**src/rtl/fwd_hazard_if.sv**
```systemverilog
// ---------------------------------------------------------------------------
// fwd_hazard_if
// Bundles the decode-side request, the later-stage result bus and the
// resolved-operand / stall response of the forwarding and hazard unit.
//
// Signals:
//   flush        invalidate all in-flight tags
//   hold         pipeline freeze; tags and stall counter do not advance
//   id_valid     decode stage holds a valid instruction
//   id_we        decode instruction writes a destination register
//   id_rd        decode destination register address
//   id_is_load   decode instruction is a load
//   id_rs_addr   NUM_SRC packed 5-bit source addresses
//   id_rs_data   NUM_SRC packed register-file read values
//   stage_result FWD_STAGES packed later-stage results (stage 0 = youngest)
//   opnd         NUM_SRC packed resolved operands
//   fwd_sel      NUM_SRC packed select codes (0 = regfile, k+1 = stage k)
//   stall        load-use stall
//   stall_cnt    saturating count of stall cycles
//
// Modports: master drives the request side, slave is the hazard unit.
// ---------------------------------------------------------------------------
interface fwd_hazard_if #(
    parameter int XLEN       = 32,
    parameter int NUM_SRC    = 2,
    parameter int FWD_STAGES = 2
);
    localparam int SELW = $clog2(FWD_STAGES + 1);

    logic                         flush;
    logic                         hold;
    logic                         id_valid;
    logic                         id_we;
    logic [4:0]                   id_rd;
    logic                         id_is_load;
    logic [NUM_SRC*5-1:0]         id_rs_addr;
    logic [NUM_SRC*XLEN-1:0]      id_rs_data;
    logic [FWD_STAGES*XLEN-1:0]   stage_result;
    logic [NUM_SRC*XLEN-1:0]      opnd;
    logic [NUM_SRC*SELW-1:0]      fwd_sel;
    logic                         stall;
    logic [31:0]                  stall_cnt;

    modport master (
        output flush, hold, id_valid, id_we, id_rd, id_is_load,
               id_rs_addr, id_rs_data, stage_result,
        input  opnd, fwd_sel, stall, stall_cnt
    );

    modport slave (
        input  flush, hold, id_valid, id_we, id_rd, id_is_load,
               id_rs_addr, id_rs_data, stage_result,
        output opnd, fwd_sel, stall, stall_cnt
    );
endinterface

```
**src/rtl/fwd_hazard_unit.sv**
```systemverilog
// ---------------------------------------------------------------------------
// fwd_hazard_unit
// Operand-forwarding and load-use hazard unit. Destination tags of issued
// instructions ride a FWD_STAGES-deep shift pipeline; each decode source is
// taken from the youngest later stage that will write it, otherwise from the
// register file. A source whose youngest producer is a load that has not yet
// reached LOAD_STAGE raises stall, and stall cycles are counted.
//
// Ports:
//   clk   rising-edge clock
//   rst   asynchronous active-high reset (clears tags and stall counter)
//   bus   fwd_hazard_if.slave: decode request, stage results, resolved
//         operands, select codes, stall and stall counter
// ---------------------------------------------------------------------------
module fwd_hazard_unit #(
    parameter int XLEN       = 32,
    parameter int NUM_SRC    = 2,
    parameter int FWD_STAGES = 2,
    parameter int LOAD_STAGE = 1
) (
    input  logic          clk,
    input  logic          rst,
    fwd_hazard_if.slave   bus
);
    localparam int SELW = $clog2(FWD_STAGES + 1);

    logic              r_tag_v  [FWD_STAGES];
    logic [4:0]        r_tag_rd [FWD_STAGES];
    logic              r_tag_ld [FWD_STAGES];
    logic [31:0]       r_stall_cnt;

    logic                    w_issue;
    logic                    w_stall;
    logic [NUM_SRC-1:0]      w_src_stall;
    logic [NUM_SRC*SELW-1:0] w_fwd_sel;
    logic [NUM_SRC*XLEN-1:0] w_opnd;

    // x0 is never tracked; a stalled instruction is not issued, a bubble is.
    assign w_issue = bus.id_valid & ~w_stall & bus.id_we & (bus.id_rd != 5'd0);

    // ---- tag pipeline: decode -> stage 0 -> ... -> stage FWD_STAGES-1 ----
    always_ff @(posedge clk or posedge rst) begin
        if (rst) begin
            for (int k = 0; k < FWD_STAGES; k++) r_tag_v[k] <= 1'b0;
        end else if (bus.flush) begin
            for (int k = 0; k < FWD_STAGES; k++) r_tag_v[k] <= 1'b0;
        end else if (!bus.hold) begin
            r_tag_v[0] <= w_issue;
            for (int k = 1; k < FWD_STAGES; k++) r_tag_v[k] <= r_tag_v[k-1];
        end
    end

    // Address/load fields are qualified by the valid bit, so they need no reset.
    always_ff @(posedge clk) begin
        if (!bus.hold) begin
            r_tag_rd[0] <= bus.id_rd;
            r_tag_ld[0] <= bus.id_is_load;
            for (int k = 1; k < FWD_STAGES; k++) begin
                r_tag_rd[k] <= r_tag_rd[k-1];
                r_tag_ld[k] <= r_tag_ld[k-1];
            end
        end
    end

    // Scan oldest to youngest so the youngest match is the one left standing;
    // the stall decision follows that same winner only.
    always_comb begin
        w_fwd_sel   = '0;
        w_opnd      = '0;
        w_src_stall = '0;
        for (int i = 0; i < NUM_SRC; i++) begin
            w_opnd[i*XLEN +: XLEN] = bus.id_rs_data[i*XLEN +: XLEN];
            for (int k = FWD_STAGES - 1; k >= 0; k--) begin
                if ((bus.id_rs_addr[i*5 +: 5] != 5'd0) && r_tag_v[k] &&
                    (r_tag_rd[k] == bus.id_rs_addr[i*5 +: 5])) begin
                    w_fwd_sel[i*SELW +: SELW] = SELW'(k + 1);
                    w_opnd[i*XLEN +: XLEN]    = bus.stage_result[k*XLEN +: XLEN];
                    w_src_stall[i]            = r_tag_ld[k] && (k < LOAD_STAGE);
                end
            end
        end
    end

    assign w_stall = bus.id_valid & ~bus.flush & (|w_src_stall);

    always_ff @(posedge clk or posedge rst) begin
        if (rst) begin
            r_stall_cnt <= '0;
        end else if (w_stall && !bus.hold && (r_stall_cnt != 32'hFFFF_FFFF)) begin
            r_stall_cnt <= r_stall_cnt + 32'd1;
        end
    end

    assign bus.opnd      = w_opnd;
    assign bus.fwd_sel   = w_fwd_sel;
    assign bus.stall     = w_stall;
    assign bus.stall_cnt = r_stall_cnt;
endmodule

```
**src/flat_wrapper.sv**
```systemverilog
// flat-port wrapper written by rule: the top's interface ports become plain ports
module fwd_hazard_unit_flat 
#(
    parameter int XLEN       = 32,
    parameter int NUM_SRC    = 2,
    parameter int FWD_STAGES = 2,
    parameter int LOAD_STAGE = 1
)
  (clk, rst, bus_flush, bus_hold, bus_id_valid, bus_id_we, bus_id_rd, bus_id_is_load, bus_id_rs_addr, bus_id_rs_data, bus_stage_result, bus_opnd, bus_fwd_sel, bus_stall, bus_stall_cnt);
  fwd_hazard_if #(.XLEN(XLEN), .NUM_SRC(NUM_SRC), .FWD_STAGES(FWD_STAGES)) bus_i ();
  input  logic clk;
  input  logic rst;
  input wire logic [$bits(bus_i.flush)-1:0] bus_flush;
  input wire logic [$bits(bus_i.hold)-1:0] bus_hold;
  input wire logic [$bits(bus_i.id_valid)-1:0] bus_id_valid;
  input wire logic [$bits(bus_i.id_we)-1:0] bus_id_we;
  input wire logic [$bits(bus_i.id_rd)-1:0] bus_id_rd;
  input wire logic [$bits(bus_i.id_is_load)-1:0] bus_id_is_load;
  input wire logic [$bits(bus_i.id_rs_addr)-1:0] bus_id_rs_addr;
  input wire logic [$bits(bus_i.id_rs_data)-1:0] bus_id_rs_data;
  input wire logic [$bits(bus_i.stage_result)-1:0] bus_stage_result;
  output wire logic [$bits(bus_i.opnd)-1:0] bus_opnd;
  output wire logic [$bits(bus_i.fwd_sel)-1:0] bus_fwd_sel;
  output wire logic [$bits(bus_i.stall)-1:0] bus_stall;
  output wire logic [$bits(bus_i.stall_cnt)-1:0] bus_stall_cnt;
  assign bus_i.flush = bus_flush;
  assign bus_i.hold = bus_hold;
  assign bus_i.id_valid = bus_id_valid;
  assign bus_i.id_we = bus_id_we;
  assign bus_i.id_rd = bus_id_rd;
  assign bus_i.id_is_load = bus_id_is_load;
  assign bus_i.id_rs_addr = bus_id_rs_addr;
  assign bus_i.id_rs_data = bus_id_rs_data;
  assign bus_i.stage_result = bus_stage_result;
  assign bus_opnd = bus_i.opnd;
  assign bus_fwd_sel = bus_i.fwd_sel;
  assign bus_stall = bus_i.stall;
  assign bus_stall_cnt = bus_i.stall_cnt;
  fwd_hazard_unit #(.XLEN(XLEN), .NUM_SRC(NUM_SRC), .FWD_STAGES(FWD_STAGES), .LOAD_STAGE(LOAD_STAGE)) u_core (.clk(clk), .rst(rst), .bus(bus_i));
endmodule
```
**config.mk**
```make
export PLATFORM = sky130hd
export DESIGN_NAME = fwd_hazard_unit_flat
export DESIGN_NICKNAME = d
export VERILOG_FILES = /design/src/rtl/fwd_hazard_if.sv /design/src/rtl/fwd_hazard_unit.sv /design/src/flat_wrapper.sv
export SDC_FILE = /design/constraint.sdc
export NUM_CORES = 1
export LEC_CHECK = 0
export BUFFER_PORTS_ARGS = -buffer_cell sky130_fd_sc_hd__buf_2
export CORE_AREA = 2 2 98 100
export DETAILED_ROUTE_END_ITERATION = 7
export DIE_AREA = 0 0 100 102
export HOLD_SLACK_MARGIN = 0.08
export MAX_ROUTING_LAYER = met4
export PLACE_DENSITY = 0.75
export SETUP_SLACK_MARGIN = 0.1
export SLEW_MARGIN = 40
export SYNTH_ARGS = -nofsm -noshare
export SYNTH_HDL_FRONTEND = slang
export SYNTH_SLANG_ARGS = --single-unit
```
**constraint.sdc**
```tcl
create_clock -name clk -period 4.9 [get_ports clk]
set_clock_uncertainty 0.2 [all_clocks]
set_input_delay 0.245 -clock clk [delete_from_list [all_inputs] [get_ports clk]]
set_output_delay 0.245 -clock clk [all_outputs]
set_load 0.02 [all_outputs]
```
==> run metrics, run 1 <==
post-route ant nets=0; antenna diode count=0; Chip Width=100 um; peak supply drop=0.160 mV; CTS max path bufs=2; pin count of the biggest net entering global routing=65; Max FO, Critical Path=64; CTS buffer count=5; global-route usage over all layers=0.245; fraction of layout cells with a size suffix above 1=0.409; Unique masters post-synth=38; EDFF count, synth=11; Worst Hold Class=in2reg; Initial Utilization=0.389; crit path kind=reg2out; Cells after Synth=410; sequential cell area fraction in the yosys report=0.333; antenna violations before repair=0; Final Cycle Share=0.617; CP startpoint kind=register; Iter 0 DRT Violations=132; final std cells w/o fill=774; asr flop ratio synth=0.756; CTS tree=built; clock latency on the worst-skew pair=0.30 ns; outcome=complete, no violations; fmax=0.331 GHz; top post-synthesis cells by count=nand2_1 (76), mux2i_1 (65), o21ai_0 (65), dfrtp_1 (34), xnor2_1 (33); syn_nets=561; Placed Instances=755; drt pass-1 iters=4; P_leak=2.34 nW; io pins=251; clock sink total=45; final core occ=0.561; Root Driver=clkbuf_8; vias in the first global route=3,853; detailed-placement wirelength estimate=10,500 um; Slew Limit Fails=0; YS warnings=0; Worst EP arrival=2.58 ns; RSZ-0062 raised after global routing=no; routed wire length=13,200 um; Pwr Density=164 mW/mm^2; area share of the largest cell type after synthesis=0.240; DIE HEIGHT=102 um; Yosys reg bits=45; placed cell areas=0.00491 mm^2; Vias=4,009; min cycle time layout=3.02 ns; total power=0.000838 W; post-cts resize count=0; Final Cell Area=0.00511 mm^2; CTS H-tree depth=2; grt ovf=0; Final Wtd Congestion=0.894; required time of the critical path=4.45 ns; area of the die=0.0102 mm^2; Final setup viols=0; post-DR vias/cell=5.18; max-cap viol count=0; DRC Markers=0; Final TNS setup=0 ns; Relative slew margins=0.612; post-DR wirelength/cell=17.0 um; first-pass GRT wire length=19,100 um; Port Buffers=250; ranking of synthesized cells by area=dfrtp_1 (24%), mux2i_1 (18%), edfxtp_1 (9.3%), o21ai_0 (9.2%), xnor2_1 (8.2%); # rows=35; Core Area=0.00911 mm^2; Main synth FF type=dfrtp_1; Worst-Margin Slew=0.582 ns; Synth Cell Area=0.00354 mm^2; Final #Nets=813; Syn Area/Cell=8.65 um^2; Critical Path Sink Type=output pin; most common cell in the netlist=nand2_1; Area growth syn-to-layout=44.1%; Final Hold Fails=0; clk slew on worst S/H paths=0.08 ns; cell taking the most area after synthesis=dfrtp_1
==> timing repair <==
item	CTS	global route
endpoints found under the hold margin	42	0
setup buffers	0	0
hold buffers	10	0
==> state kept, by name, indices dropped and copies added (netlist names) <==
name	count
u_core.bus.stall_cnt	32
u_core.r_tag_ld	1
u_core.r_tag_rd	10
u_core.r_tag_v	2
==> metal layers <==
| metal | vias to the layer above | part of all wire | GRT usage |
|---|---|---|---|
| met5 | - | 0 | - |
| met4 | 0 | 0.025 | 0.0822 |
| met3 | 25 | 0.071 | 0.0438 |
| met2 | 165 | 0.51 | 0.428 |
| met1 | 1849 | 0.39 | 0.286 |
| li1 | 1970 | - | - |
==> worst paths after layout <==
kind | start | endpoint | slack (ns) | depth (start not counted)
worst max-delay path | u_core.r_tag_rd[0][3] | bus_opnd[33] | 1.88 | 7
worst min-delay path | bus_hold | u_core.r_tag_v[0] | 0.09 | 3
worst max register to register | u_core.bus.stall_cnt[13] | u_core.bus.stall_cnt[23] | 2.28 | 6
worst min register to register | u_core.bus.stall_cnt[27] | u_core.bus.stall_cnt[27] | 0.29 | 1
max in group asynchronous | rst | u_core.bus.stall_cnt[13] | 3.81 | 4
min in group asynchronous | rst | u_core.bus.stall_cnt[9] | 0.37 | 4
==> per-stage QoR <==
| step | setup WS, ns | hold slack (ns) |
|---|---|---|
| floorplan | 2.30 | 0.111 |
| global placement | 2.09 | 0.151 |
| detailed placement | 1.99 | 0.168 |
| CTS | 1.66 | 0.0889 |
| global route | 1.60 | 0.118 |
| finish | 1.88 | 0.0930 |
==> kinds of logic after synthesis <==
family / share of synthesized area
buffers and inverters: 0.0318
flip-flops: 0.333
multiplexers: 0.184
AND/OR/NAND/NOR: 0.209
AO/OA/AOI/OAI: 0.116
adder cells (fa/ha/maj): 0.00353
XOR/XNOR: 0.124
==> cells in the final DEF, fill, tap and decap left out, types with 2 or more instances in the layout <==
master and count:
nor2_1 11, buf_2 250, and4_1 3, o2111ai_1 3, edfxtp_1 11, inv_1 5
nor3_1 4, nor4_1 4, xor2_1 17, nand2_1 76, nor2b_1 3, xnor2_1 33
nand3b_1 2, and3_1 7, mux2i_1 65, dfrtp_1 34, nand3_1 12, buf_4 6
nand4_1 12, nor4_4 4, dlygate4sd3_1 10, clkbuf_8 5, or4_1 3, o21ai_0 65
==> layout make-up <==
type                       instances  area, um^2
timing repair buffer             266        1400
sequential                        45        1180
tap                              111         139
clock inverter                     3        17.5
multi-input combinational        339        2290
fill                             837        4000
inverter                           5        18.8
clock buffer                       5        68.8
==> power breakdown <==
group	internal, W	switching [W]	leakage [nW]
Combinational	0.0000963	0.000121	1.72
Clock	0.0000985	0.000122	0.0455
Sequential	0.000393	0.00000779	0.567
Total	0.000588	0.000251	2.34
==> worst max-delay path, cell delays in order, from the launching register on <==
cell	delay, ns
edfxtp_1	0.44
xnor2_1	0.20
nand4_1	0.17
nor4_4	0.42
buf_4	0.56
nand2_1	0.10
o21ai_0	0.13
buf_2	0.22
No activity file was read; power rests on OpenSTA's default activity.
==> run 2, diff against run 1 <==
--- a/config.mk
+++ b/config.mk
@@ -5,13 +5,14 @@
 export SDC_FILE = /design/constraint.sdc
 export NUM_CORES = 1
 export LEC_CHECK = 0
+export ABC_AREA = 1
 export BUFFER_PORTS_ARGS = -buffer_cell sky130_fd_sc_hd__buf_2
-export CORE_AREA = 2 2 98 100
+export CORE_MARGIN = 2
+export CORE_UTILIZATION = 47
 export DETAILED_ROUTE_END_ITERATION = 7
-export DIE_AREA = 0 0 100 102
 export HOLD_SLACK_MARGIN = 0.08
 export MAX_ROUTING_LAYER = met4
-export PLACE_DENSITY = 0.75
+export PLACE_DENSITY = 0.81
 export SETUP_SLACK_MARGIN = 0.1
 export SLEW_MARGIN = 40
 export SYNTH_ARGS = -nofsm -noshare
==> constraint.sdc (replaced) <==
create_clock -name clk -period 3.1 [get_ports clk]
set_clock_uncertainty 0.2 [all_clocks]
set_input_delay 0.155 -clock clk [delete_from_list [all_inputs] [get_ports clk]]
set_output_delay 0.155 -clock clk [all_outputs]
set_load 0.02 [all_outputs]
==> run 2 against run 1 <==
Register-to-register slack lost 1.5 ns. Clock power grew 96%. Worst setup slack worse by 1.4 ns. Synthesized area is 35% higher. First-iteration DRC count rose to 4.2 times the previous value. Non-clock buffer count up 8. Final cell count is 62% higher. Routed wire length is 37% higher.
==> run metrics, run 2 <==
Pwr Density=237 mW/mm^2; Critical Path Sink Type=output pin; antenna violations before repair=9; CTS tree=built; r2r worst-path depth=10; Port Buffers=250; area of the die=0.0110 mm^2; Fill cells=1,023; Vias=6,148; P_leak=3.93 nW; Unique masters post-synth=30; Yosys reg bits=45; EDFF count, synth=11; Post-Place Worst Slack=0.604 ns; clk slew on worst S/H paths=0.08 ns; io pins=251; CP startpoint kind=register; Worst EP arrival=2.28 ns; Area growth syn-to-layout=33.4%; RSZ-0062 raised after global routing=no; Root Driver=clkbuf_8; Core Area=0.00982 mm^2; placed cell areas=0.00615 mm^2; Chip Width=105 um; Initial Utilization=0.488; Syn Area/Cell=5.52 um^2; CP bufs+invs=2; CTS max path bufs=2; Iter 0 DRT Violations=554; fraction of layout cells with a size suffix above 1=0.257; Final Wtd Congestion=0.992; crit path kind=reg2out; crit-path max cell delay=0.47 ns; sequential cell area=0.00118 mm^2; Final #Nets=1,264; Slew Limit Fails=0; crit-path cells=xnor2_1, nand2_1, nor3_4, nand2_1, buf_4, nand2_1, nand3_1, nand2_1, buf_2; Final Cell Area=0.00640 mm^2; routed wire length=18,100 um; total power=0.00151 W; Synth Cell Area=0.00480 mm^2; vias in the first global route=5,558; CP max-delay cell=nor3_4; Cells after Synth=869; CP top delay family=simple AND/OR/NAND/NOR gates; area occupied by multi-input gates=0.00292 mm^2; setup slack after layout=0.464 ns; post-route ant nets=0; CTS H-tree depth=2; DIE HEIGHT=105 um; post-DR wirelength/cell=14.4 um; total setup buffers inserted after CTS=0; global-route usage over all layers=0.324; grt ovf=0; CTS buffer count=5; Max FO, Critical Path=33; clock sink total=45; worst reg2reg endpoint=u_core.bus.stall_cnt[26]; max-cap viol count=0; commonest non-fill, non-tap cells in the layout=nand2_1 (382), buf_2 (250), nand3_1 (136); pin count of the biggest net entering global routing=35; Worst Hold Class=in2async; asr flop ratio synth=0.756; clock latency on the worst-skew pair=0.30 ns; # rows=36; Final setup viols=0; post-DR vias/cell=4.89; Crit Reg-Reg Startpoint=u_core.bus.stall_cnt[0]; syn_nets=1,020; Largest register FFs=32; most common cell in the netlist=nand2_1; min cycle time layout=2.64 ns; final core occ=0.651; Final Cycle Share=0.850; crit-path most repeated cell=nand2_1; Main synth FF type=dfrtp_1; outcome=complete, no violations; DRC Markers=0; first-pass GRT wire length=28,100 um; peak supply drop=0.195 mV; r2r setup slk=0.74 ns; commonest non-fill, non-tap cell in the layout=nand2_1; required time of the critical path=2.74 ns; detailed-placement wirelength estimate=14,400 um; cell taking the most area after synthesis=nand2_1; Final Hold Fails=0; drt pass-1 iters=6; Final TNS setup=0 ns; Worst-Margin Slew=0.669 ns; Relative slew margins=0.553; sequential cell area fraction in the yosys report=0.246; YS warnings=0; top post-synthesis cells by count=nand2_1 (382), nand3_1 (136), inv_1 (135), nor2_1 (48), dfrtp_1 (34); ranking of synthesized cells by area=nand2_1 (30%), dfrtp_1 (18%), nand3_1 (14%), inv_1 (11%), edfxtp_1 (6.9%); fmax=0.379 GHz; area share of the largest cell type after synthesis=0.299
## run 2: through the flow
step	std cells	hold slack, ns
detailed placement	1228	0.0617
finish	1256	0.283
global placement	1228	0.0564
CTS	1247	0.285
floorplan	869	0.0539
global route	1256	0.333
## run 2: worst max path at each step
stage	startpoint	end	slack, ns	cells after the start
floorplan	u_core.bus.stall_cnt[0]	u_core.bus.stall_cnt[3]	1.07	11
global placement	u_core.bus.stall_cnt[0]	u_core.bus.stall_cnt[17]	0.70	9
detailed placement	u_core.bus.stall_cnt[0]	u_core.bus.stall_cnt[7]	0.60	9
CTS	u_core.r_tag_rd[0][9]	bus_opnd[6]	0.48	9
global route	u_core.r_tag_rd[0][9]	bus_opnd[30]	0.23	9
finish	u_core.r_tag_rd[0][9]	bus_opnd[6]	0.46	9
## run 2: logic make-up after synthesis
group                      after synthesis  synth area share
AOI/OAI and AO/OA                       10            0.0125
adders and majority gates                1           0.00261
DFF                                     45             0.246
xor gates and xnor gates                36            0.0657
and+or+nand+nor                        597             0.522
buffers and inverters                  180             0.151
## run 2: metal layers
layer	share of wire	GRT usage
met5	0	-
met4	0.018	0.0743
met3	0.10	0.0780
met2	0.46	0.523
met1	0.42	0.413
## run 2: final cells by class
type	instances	area share
multi-input combinational	644	0.457
timing repair buffer	274	0.228
sequential	45	0.185
inverter	143	0.0839
tap	133	0.0260
clock buffer	6	0.0113
clock inverter	2	0.00528
antenna	9	0.00352
## run 2: worst min-delay path: stages
cell and delay [ns]:
dlygate4sd3_1 0.53, buf_2 0.12, inv_1 0.46
## run 2: what timing repair did
action	4_1_cts	5_1_grt
hold buffers	11	0
hold endpoints to repair	24	0
gates resized for setup	0	0
## run 2: power by group
| part | internal [W] | switching [W] | leakage (nW) |
|---|---|---|---|
| Clock | 0.000238 | 0.000195 | 0.0529 |
| Combinational | 0.000176 | 0.000274 | 3.30 |
| Sequential | 0.000621 | 0.0000103 | 0.582 |
| Total | 0.00103 | 0.000480 | 3.93 |
